--- config.mk ---
export PLATFORM = sky130hd
export DESIGN_NAME = uart_tx_cfg
export DESIGN_NICKNAME = d
export VERILOG_FILES = /design/src/rtl/uart_tx_cfg.sv
export SDC_FILE = /design/constraint.sdc
export NUM_CORES = 1
export LEC_CHECK = 0
export CAP_MARGIN = 10
export CORE_MARGIN = 5
export CORE_UTILIZATION = 34
export DETAILED_ROUTE_END_ITERATION = 10
export GPL_TIMING_DRIVEN = 1
export PLACE_DENSITY = 0.56
export SLEW_MARGIN = 15
export SYNTH_ARGS = -nofsm -noshare
export SYNTH_HDL_FRONTEND = slang
export SYNTH_SLANG_ARGS = --single-unit
--- constraint.sdc ---
create_clock -name clk -period 4.4 [get_ports clk]
set_input_delay 1.32 -clock clk [delete_from_list [all_inputs] [get_ports clk]]
set_output_delay 1.32 -clock clk [all_outputs]
set_load 0.01 [all_outputs]
--- src/rtl/uart_tx_cfg.sv ---
// uart_tx_cfg: configurable UART transmitter with a small transmit FIFO.
// Frame format: start bit, DATA_BITS data bits LSB first, optional parity,
// then STOP_BITS stop bits. Each line bit lasts CLK_FREQ/UART_BPS clocks.
module uart_tx_cfg #(
  parameter int CLK_FREQ   = 50000000,
  parameter int UART_BPS   = 115200,
  parameter int DATA_BITS  = 8,
  parameter int PARITY     = 0,
  parameter int STOP_BITS  = 1,
  parameter int FIFO_DEPTH = 4
) (
  input  logic                          clk,
  input  logic                          rst_n,
  input  logic                          tx_valid,
  input  logic [DATA_BITS-1:0]          tx_data,
  output logic                          tx_ready,
  output logic                          uart_txd,
  output logic                          uart_tx_busy,
  output logic [$clog2(FIFO_DEPTH):0]   fifo_count
);

  localparam int BIT_CYC = CLK_FREQ / UART_BPS;
  localparam int PTR_W   = $clog2(FIFO_DEPTH);
  localparam int CNTF_W  = PTR_W + 1;
  // Baud counter must reach 2*BIT_CYC-1 for a double stop bit.
  localparam int CNT_W   = $clog2(2 * BIT_CYC + 1);
  localparam int IDX_W   = $clog2(DATA_BITS);

  localparam logic [CNT_W-1:0]  BIT_LAST  = CNT_W'(BIT_CYC - 1);
  localparam logic [CNT_W-1:0]  STOP_LAST = CNT_W'(STOP_BITS * BIT_CYC - 1);
  localparam logic [IDX_W-1:0]  IDX_LAST  = IDX_W'(DATA_BITS - 1);
  localparam logic [CNTF_W-1:0] DEPTH_C   = CNTF_W'(FIFO_DEPTH);
  localparam logic              HAS_PAR   = (PARITY != 0);

  typedef enum logic [2:0] {
    ST_IDLE  = 3'd0,
    ST_START = 3'd1,
    ST_DATA  = 3'd2,
    ST_PAR   = 3'd3,
    ST_STOP  = 3'd4
  } state_t;

  // Parity of a word: even parity is the XOR of the bits, odd is its inverse.
  function automatic logic parity_bit(input logic [DATA_BITS-1:0] data);
    logic p;
    p = ^data;
    return (PARITY == 1) ? ~p : p;
  endfunction

  // FIFO storage and pointers
  logic [DATA_BITS-1:0] r_mem [FIFO_DEPTH];
  logic [PTR_W-1:0]     r_wr_ptr;
  logic [PTR_W-1:0]     r_rd_ptr;
  logic [CNTF_W-1:0]    r_count;

  // Transmit FSM state
  state_t               r_state;
  logic [CNT_W-1:0]     r_baud;
  logic [IDX_W-1:0]     r_bit_idx;
  logic [DATA_BITS-1:0] r_shift;
  logic                 r_par;
  logic                 r_txd;
  logic                 r_busy;

  logic                 w_ready;
  logic                 w_push;
  logic                 w_pop;
  logic                 w_has_word;
  logic                 w_stop_done;
  logic [DATA_BITS-1:0] w_head;

  // Handshake and pop decisions; a pop only ever happens when the FSM starts a frame.
  always_comb begin
    w_ready     = (r_count < DEPTH_C);
    w_push      = tx_valid & w_ready;
    w_has_word  = (r_count != CNTF_W'(0));
    w_stop_done = (r_state == ST_STOP) && (r_baud == STOP_LAST);
    w_pop       = w_has_word && ((r_state == ST_IDLE) || w_stop_done);
    w_head      = r_mem[r_rd_ptr];
  end

  // FIFO data storage; contents become unreachable once pointers reset.
  always_ff @(posedge clk) begin
    if (w_push) begin
      r_mem[r_wr_ptr] <= tx_data;
    end
  end

  // FIFO pointers and occupancy; simultaneous push and pop keep the count.
  always_ff @(posedge clk) begin
    if (!rst_n) begin
      r_wr_ptr <= PTR_W'(0);
      r_rd_ptr <= PTR_W'(0);
      r_count  <= CNTF_W'(0);
    end else begin
      if (w_push) begin
        r_wr_ptr <= r_wr_ptr + PTR_W'(1);
      end
      if (w_pop) begin
        r_rd_ptr <= r_rd_ptr + PTR_W'(1);
      end
      case ({w_push, w_pop})
        2'b10:   r_count <= r_count + CNTF_W'(1);
        2'b01:   r_count <= r_count - CNTF_W'(1);
        default: r_count <= r_count;
      endcase
    end
  end

  // Frame sequencer: latches the head word, shifts it out and drives the line.
  always_ff @(posedge clk) begin
    if (!rst_n) begin
      r_state   <= ST_IDLE;
      r_baud    <= CNT_W'(0);
      r_bit_idx <= IDX_W'(0);
      r_shift   <= DATA_BITS'(0);
      r_par     <= 1'b0;
      r_txd     <= 1'b1;
      r_busy    <= 1'b0;
    end else begin
      case (r_state)
        ST_IDLE: begin
          r_baud <= CNT_W'(0);
          if (w_pop) begin
            r_state <= ST_START;
            r_shift <= w_head;
            r_par   <= parity_bit(w_head);
            r_txd   <= 1'b0;
            r_busy  <= 1'b1;
          end
        end
        ST_START: begin
          if (r_baud == BIT_LAST) begin
            r_state   <= ST_DATA;
            r_baud    <= CNT_W'(0);
            r_bit_idx <= IDX_W'(0);
            r_txd     <= r_shift[0];
          end else begin
            r_baud <= r_baud + CNT_W'(1);
          end
        end
        ST_DATA: begin
          if (r_baud == BIT_LAST) begin
            r_baud <= CNT_W'(0);
            if (r_bit_idx == IDX_LAST) begin
              if (HAS_PAR) begin
                r_state <= ST_PAR;
                r_txd   <= r_par;
              end else begin
                r_state <= ST_STOP;
                r_txd   <= 1'b1;
              end
            end else begin
              r_bit_idx <= r_bit_idx + IDX_W'(1);
              r_shift   <= {1'b0, r_shift[DATA_BITS-1:1]};
              r_txd     <= r_shift[1];
            end
          end else begin
            r_baud <= r_baud + CNT_W'(1);
          end
        end
        ST_PAR: begin
          if (r_baud == BIT_LAST) begin
            r_state <= ST_STOP;
            r_baud  <= CNT_W'(0);
            r_txd   <= 1'b1;
          end else begin
            r_baud <= r_baud + CNT_W'(1);
          end
        end
        ST_STOP: begin
          if (w_stop_done) begin
            r_baud <= CNT_W'(0);
            if (w_pop) begin
              // Next word goes out with no idle gap after the stop bit(s).
              r_state <= ST_START;
              r_shift <= w_head;
              r_par   <= parity_bit(w_head);
              r_txd   <= 1'b0;
            end else begin
              r_state <= ST_IDLE;
              r_txd   <= 1'b1;
              r_busy  <= 1'b0;
            end
          end else begin
            r_baud <= r_baud + CNT_W'(1);
          end
        end
        default: begin
          r_state <= ST_IDLE;
          r_baud  <= CNT_W'(0);
          r_txd   <= 1'b1;
          r_busy  <= 1'b0;
        end
      endcase
    end
  end

  assign tx_ready     = w_ready;
  assign uart_txd     = r_txd;
  assign uart_tx_busy = r_busy;
  assign fifo_count   = r_count;

endmodule

======== After elaboration in Yosys (flattened, before gate mapping) ========
Memories as Yosys holds them, arrays and structs flattened. A register that Yosys moved wholly into a read port is not among the register bits.
Cells that the tools add are included.
word-level totals
  bits of input ports ..................... 11
  flip-flop bits (word level) ............. 33
  bits in writable memories ............... 32
  memories ................................ 1
memory list
  name   words  width  read ports  clocked after Yosys merged registers in  write ports  line  RTL
  r_mem  4      8      1           1                                        1            51    logic [DATA_BITS-1:0] r_mem [FIFO_DEPTH];
operators by class
  $add $sub $neg .......................... 6
  $lt $le $gt $ge ......................... 1
  reduce and logical (&&, ||, !) cells .... 14
  bitwise gates (word level) .............. 2
  mux-type cells .......................... 37
  equality and inequality tests ........... 16
operators with widths
  operator                                                                count
  8-bit two-way mux                                                       4
  3-bit two-way mux                                                       9
  8-bit one-hot mux with 3 select lines                                   1
  10-bit two-way mux                                                      2
  10-bit one-hot mux with 2 select lines                                  1
  2-bit != test, second input constant                                    8
  3-bit one-hot mux with 5 select lines                                   1
  1-bit two-way mux                                                       13
  3-bit one-hot mux with 2 select lines                                   2
  4-bit AND reduction                                                     3
  10-bit by 1-bit adder with 10-bit output, second input constant         1
  10-bit by 9-bit equality test with 1-bit output, second input constant  1
  3-bit by 1-bit adder with 3-bit output, second input constant           2
  3-bit by 2-bit equality test with 1-bit output, second input constant   2
  3-bit equality test, second input constant                              2
  6-bit AND reduction                                                     1
  3-bit nonzero test                                                      2
  1-bit one-hot mux with 5 select lines                                   1
  5-bit AND reduction                                                     1
  2-bit by 1-bit adder with 2-bit output, second input constant           2
  2-bit two-way mux                                                       2
  2-bit nonzero test                                                      2
  3-bit by 1-bit equality test with 1-bit output, second input constant   1
  3-bit logical NOT                                                       1
  other kinds (10)                                                        11

======== Longest topological paths before layout ========
  word-level depth ........................ 7
  depth in mapped cells ................... 12
  gate-level depth less buffers ........... 11

======== Worst setup path after synthesis ========
Ideal clock, no wire load.
  path type ............................... input port to flip-flop
  start point ............................. in tx_valid
  end point ............................... reg r_count[2] (netlist: fifo_count[2])
  library setup time ...................... 0.070 ns
  cell stages on the path ................. 9
  slack ................................... 1.534 ns
  buffers on the path ..................... 1
  arrival ................................. 2.796 ns
  required time ........................... 4.330 ns
  cells stage by stage .................... nor2b_1 -> clkbuf_1 -> inv_1 -> ha_1 -> inv_1 -> fa_1 -> xor2_1 -> or3_1 -> a21oi_1
on the way
  cells in the longest elaborated chain, start to end .. 3
  elaborated cells between the ends (all ways) .. 5
ends and longest elaborated chain
  item                                                                                   line  RTL
  start: declaration                                                                     14    input logic tx_valid,
  1-bit bitwise AND *                                                                    75    w_push = tx_valid & w_ready;
  2-bit by 1-bit equality test with 1-bit output or 2-bit equality test (tied branches)  102   case ({w_push, w_pop})
  3-bit one-hot mux with 2 select lines or 2-bit nonzero test (tied branches)            n/a
  end signal: assignment                                                                 103   2'b10: r_count <= r_count + CNTF_W'(1);
  end signal: assignment                                                                 104   2'b01: r_count <= r_count - CNTF_W'(1);
  end signal: assignment                                                                 105   default: r_count <= r_count;
  end: declaration                                                                       54    logic [CNTF_W-1:0] r_count;
Mark *: on every way between the ends. The rest lies on a longest branch, timed or not.
A chain may end at the register's enable or synchronous reset.

======== Worst setup path in the final report ========
  start point ............................. reg r_baud[0]
  end point ............................... reg r_count[2] (netlist: fifo_count[2])
on the way
  cells in the longest elaborated chain, start to end .. 6
  elaborated cells between the ends (all ways) .. 8
ends and longest elaborated chain
  item                                                                                   line  RTL
  start: declaration                                                                     58    logic [CNT_W-1:0] r_baud;
  start signal: assignment                                                               139   r_baud <= r_baud + CNT_W'(1);
  start signal: assignment                                                               159   r_baud <= r_baud + CNT_W'(1);
  start signal: assignment                                                               168   r_baud <= r_baud + CNT_W'(1);
  10-bit by 9-bit equality test with 1-bit output *                                      77    w_stop_done = (r_state == ST_STOP) && (r_baud == STOP_LAST);
  1-bit logical AND *                                                                    77
  1-bit logical OR *                                                                     78    w_pop = w_has_word && ((r_state == ST_IDLE) || w_stop_done);
  1-bit logical AND *                                                                    78
  net w_pop                                                                              67    logic w_pop;
  2-bit by 1-bit equality test with 1-bit output or 2-bit equality test (tied branches)  102
  3-bit one-hot mux with 2 select lines or 2-bit nonzero test (tied branches)            n/a
The timed path passes the listed nets; every way through them passes the cells marked *.

==> reports/metrics.csv <==
stage;metric;value;unit
layout;layout-drive-gt1-share;11.9;%
power_and_ir_drop;p_clk_share;30.5;%
layout;final_nets;277;
critical_path;path_max_fanout;17;
placement;gp_congestion;0.691;
clock_tree;ctsHoldBuffers;0;
power_and_ir_drop;switching_power;0.605;mW
grt;overflow;0;
layout;area_delta_synth_final;16.3;%
clock_tree;ctsResizeCount;0;
clock_tree;cts.clk_slew.worst_paths;80;ps
drt;wl_per_cell;13.9;µm
sta;hold_ws;471;ps
synth;synth_top_flop_cell;dfxtp_1;
worst_hold_path;hold_end;r_shift[7]$_SDFFE_PN0P_;
critical_path;timing.rr.start;r_baud[0]$_SDFF_PN0_;
die;row_count;33;
synth;async_reset_ff_share;0;%
layout;antennaDiodeCount;0;
critical_path;reg2reg_depth;10;
power_and_ir_drop;swShare;31.3;%
critical_path;cp-start-kind;flop;
drt;route.detailed.drc;0;
synth;synth_edf_count;32;
critical_path;critPathRequiredTime;4670;ps
placement;hpwl;3.42;mm
drt;first_iter_violations;85;
placement;portBuffers;16;
layout;layout_common_cells;dfxtp_1, edfxtp_1, nor2_1;
drt;dr.pass1.iters;4;
die;core-area;8260;µm²
power_and_ir_drop;pwr-share-comb;25.7;%
synth;ys_types;46;
critical_path;reg2reg_to;fifo_count[2]$_SDFFE_PN0P_;
layout;finalNonFillerCells;366;
sta;rsz0062_at_grt;no;
layout;fin_util;40.6;%
synth;syn_area;2890;µm²
power_and_ir_drop;ir_drop;235;µV
synth;ys_seq_elements;67;
die;die_y;102;µm
worst_hold_path;min_from;r_shift[7]$_SDFFE_PN0P_;
sta;skew;6.86;ps
clock_tree;clk_latency;340;ps
placement;dp.cells;350;
critical_path;critPathKind;reg -> reg;
critical_path;r2r_setup_slack;1080;ps
synth;yosysWarnings;0;
grt;grt_max_degree;18;
sta;finalHoldViolations;0;
sta;setup_viol;0;
synth;synth_cells;240;
sta;max_slew_margin;58.7;%
power_and_ir_drop;power;1.93;mW
clock_tree;post_cts_buffers;0;
power_and_ir_drop;powerDensity;576;nW/µm²
sta;tns;0;ps
die;io_pins;17;
drt;wl;5.07;mm
clock_tree;cts.sinks;67;
critical_path;worstPathArrival;3590;ps
grt;antenna_found_initial;0;
synth;synth_nets;261;
drt;viasPerCell;4.84;
critical_path;endpoint_kind;flop;
run;max_cap_violations;0;
clock_tree;numCtsBuffers;9;
drt;vias;1773;
clock_tree;cts_tree;yes;
sta;fmax;301;MHz
clock_tree;htreeDepth;3;
power_and_ir_drop;pwr-share-seq;43.8;%
sta;final_max_slew_viol_count;0;
die;die_w;102;µm
worst_hold_path;min_path_type;reg -> reg;
sta;timing.final.crit_share;75.5;%
layout;nFillCells;802;
power_and_ir_drop;p_leak;1.18;nW
grt;grt_use_total;11.0;%
sta;layout_min_cycle_time;3320;ps
grt;grt_pass1_vias;1804;
clock_tree;clockBufferDepth;2;
sta;worst-slew-pin-transition;620;ps
outcome;status;complete, no violations;
grt;grt_pass1_wl;8.71;mm
synth;syn_avg_cell_area;12.0;µm²
die;design.die.area;10400;µm²
clock_tree;clockRootBuffer;clkbuf_8;
drt;postRouteAntennaNets;0;
layout;layout_commonest_cell;dfxtp_1;
power_and_ir_drop;p_int;1.33;mW
worst_hold_path;holdPathStages;2;
synth;ys_seq_area_share;57.6;%
die;start_util;34.9;%
==> layer usage <==
| metal | up-vias | GRT usage (%) | routed length (µm) |
|---|---|---|---|
| met2 | 24 | 16.4 | 2360 |
| met3 | 10 | 3.34 | 123 |
| met1 | 846 | 14.6 | 2500 |
| met5 | - | 0 | 0 |
| li1 | 893 | - | - |
| met4 | 0 | 5.15 | 91 |
==> worst max path at each step <==
| stage | from | end | slack (ps) |
|---|---|---|---|
| 6_report | r_baud[0]$_SDFF_PN0_ | fifo_count[2]$_SDFFE_PN0P_ | 1080 |
| 4_1_cts | r_baud[0]$_SDFF_PN0_ | fifo_count[2]$_SDFFE_PN0P_ | 1040 |
| 3_5_place_dp | tx_valid | fifo_count[2]$_SDFFE_PN0P_ | 1060 |
| 2_1_floorplan | tx_valid | fifo_count[2]$_SDFFE_PN0P_ | 1530 |
| 5_1_grt | r_baud[0]$_SDFF_PN0_ | fifo_count[2]$_SDFFE_PN0P_ | 850 |
| 3_3_place_gp | tx_valid | fifo_count[2]$_SDFFE_PN0P_ | 1140 |
==> synthesized netlist by cell type, types with 3 or more instances <==
cell type	number	share of area, %
dfxtp_1	35	24
edfxtp_1	32	33
nor2_1	28	3.6
a21oi_1	16	2.8
o21ai_0	13	2.3
inv_1	12	1.6
ha_1	9	3.9
xnor2_1	9	2.7
mux4_2	8	6.2
mux2i_1	7	2.4
nand2_1	7	0.91
and2_1	5	1.1
clkbuf_1	5	0.65
xor2_1	5	1.5
nand3_1	4	0.69
nor4_1	3	0.65
==> kinds of logic (layout without fill, tap and decap cells) <==
family / after synthesis / after routing / share of synthesized area [%]
adder cells (fa/ha/maj): 10 / 10 / 4.60
flip-flops: 67 / 67 / 57.6
AO/OA/AOI/OAI: 44 / 44 / 9.80
multiplexers: 15 / 15 / 8.67
XOR/XNOR: 14 / 14 / 4.25
AND/OR/NAND/NOR: 67 / 67 / 11.7
buffers and inverters: 23 / 44 / 3.38
==> through the flow <==
stage | worst slack, ps | area, µm²
finish | 1080 | 3360
global route | 850 | 3360
global placement | 1140 | 3120
detailed placement | 1060 | 3120
floorplan | 1530 | 2890
CTS | 1040 | 3360
==> sequential cells by signal, summed over array words and instances (netlist names), named ones only <==
register      cells
r_rd_ptr          2
uart_tx_busy      1
r_mem            32
r_shift           8
uart_txd          1
r_wr_ptr          2
r_baud           10
r_state           3
fifo_count        3
r_bit_idx         3
==> worst max-delay path: stages (launching register included) <==
cell	delay, ps
dfxtp_1	390
ha_1	150
or3b_1	340
or4_1	700
a21oi_1	380
ha_1	240
inv_1	60
fa_1	370
xor2_1	160
or3_1	310
a21oi_1	150
==> power by group through the flow <==
stage          registers, mW  logic (mW)  clock network, mW
4_1_cts                0.849       0.504              0.607
3_3_place_gp           0.861       0.494                  0
3_5_place_dp           0.862       0.501                  0
5_1_grt                0.866       0.561              0.638
2_1_floorplan          0.834       0.393                  0
6_report               0.846       0.497              0.589
==> layout make-up <==
type	instances	area [µm²]	area share [%]
clock buffers	9	124	3.69
clock inverters	7	108	3.21
inverters	12	45.0	1.34
multi-input cells	150	1130	33.6
flip-flops and latches	67	1660	49.5
well taps	105	131	3.91
repair buffers	16	160	4.77
(Power assumes the default switching activity.)
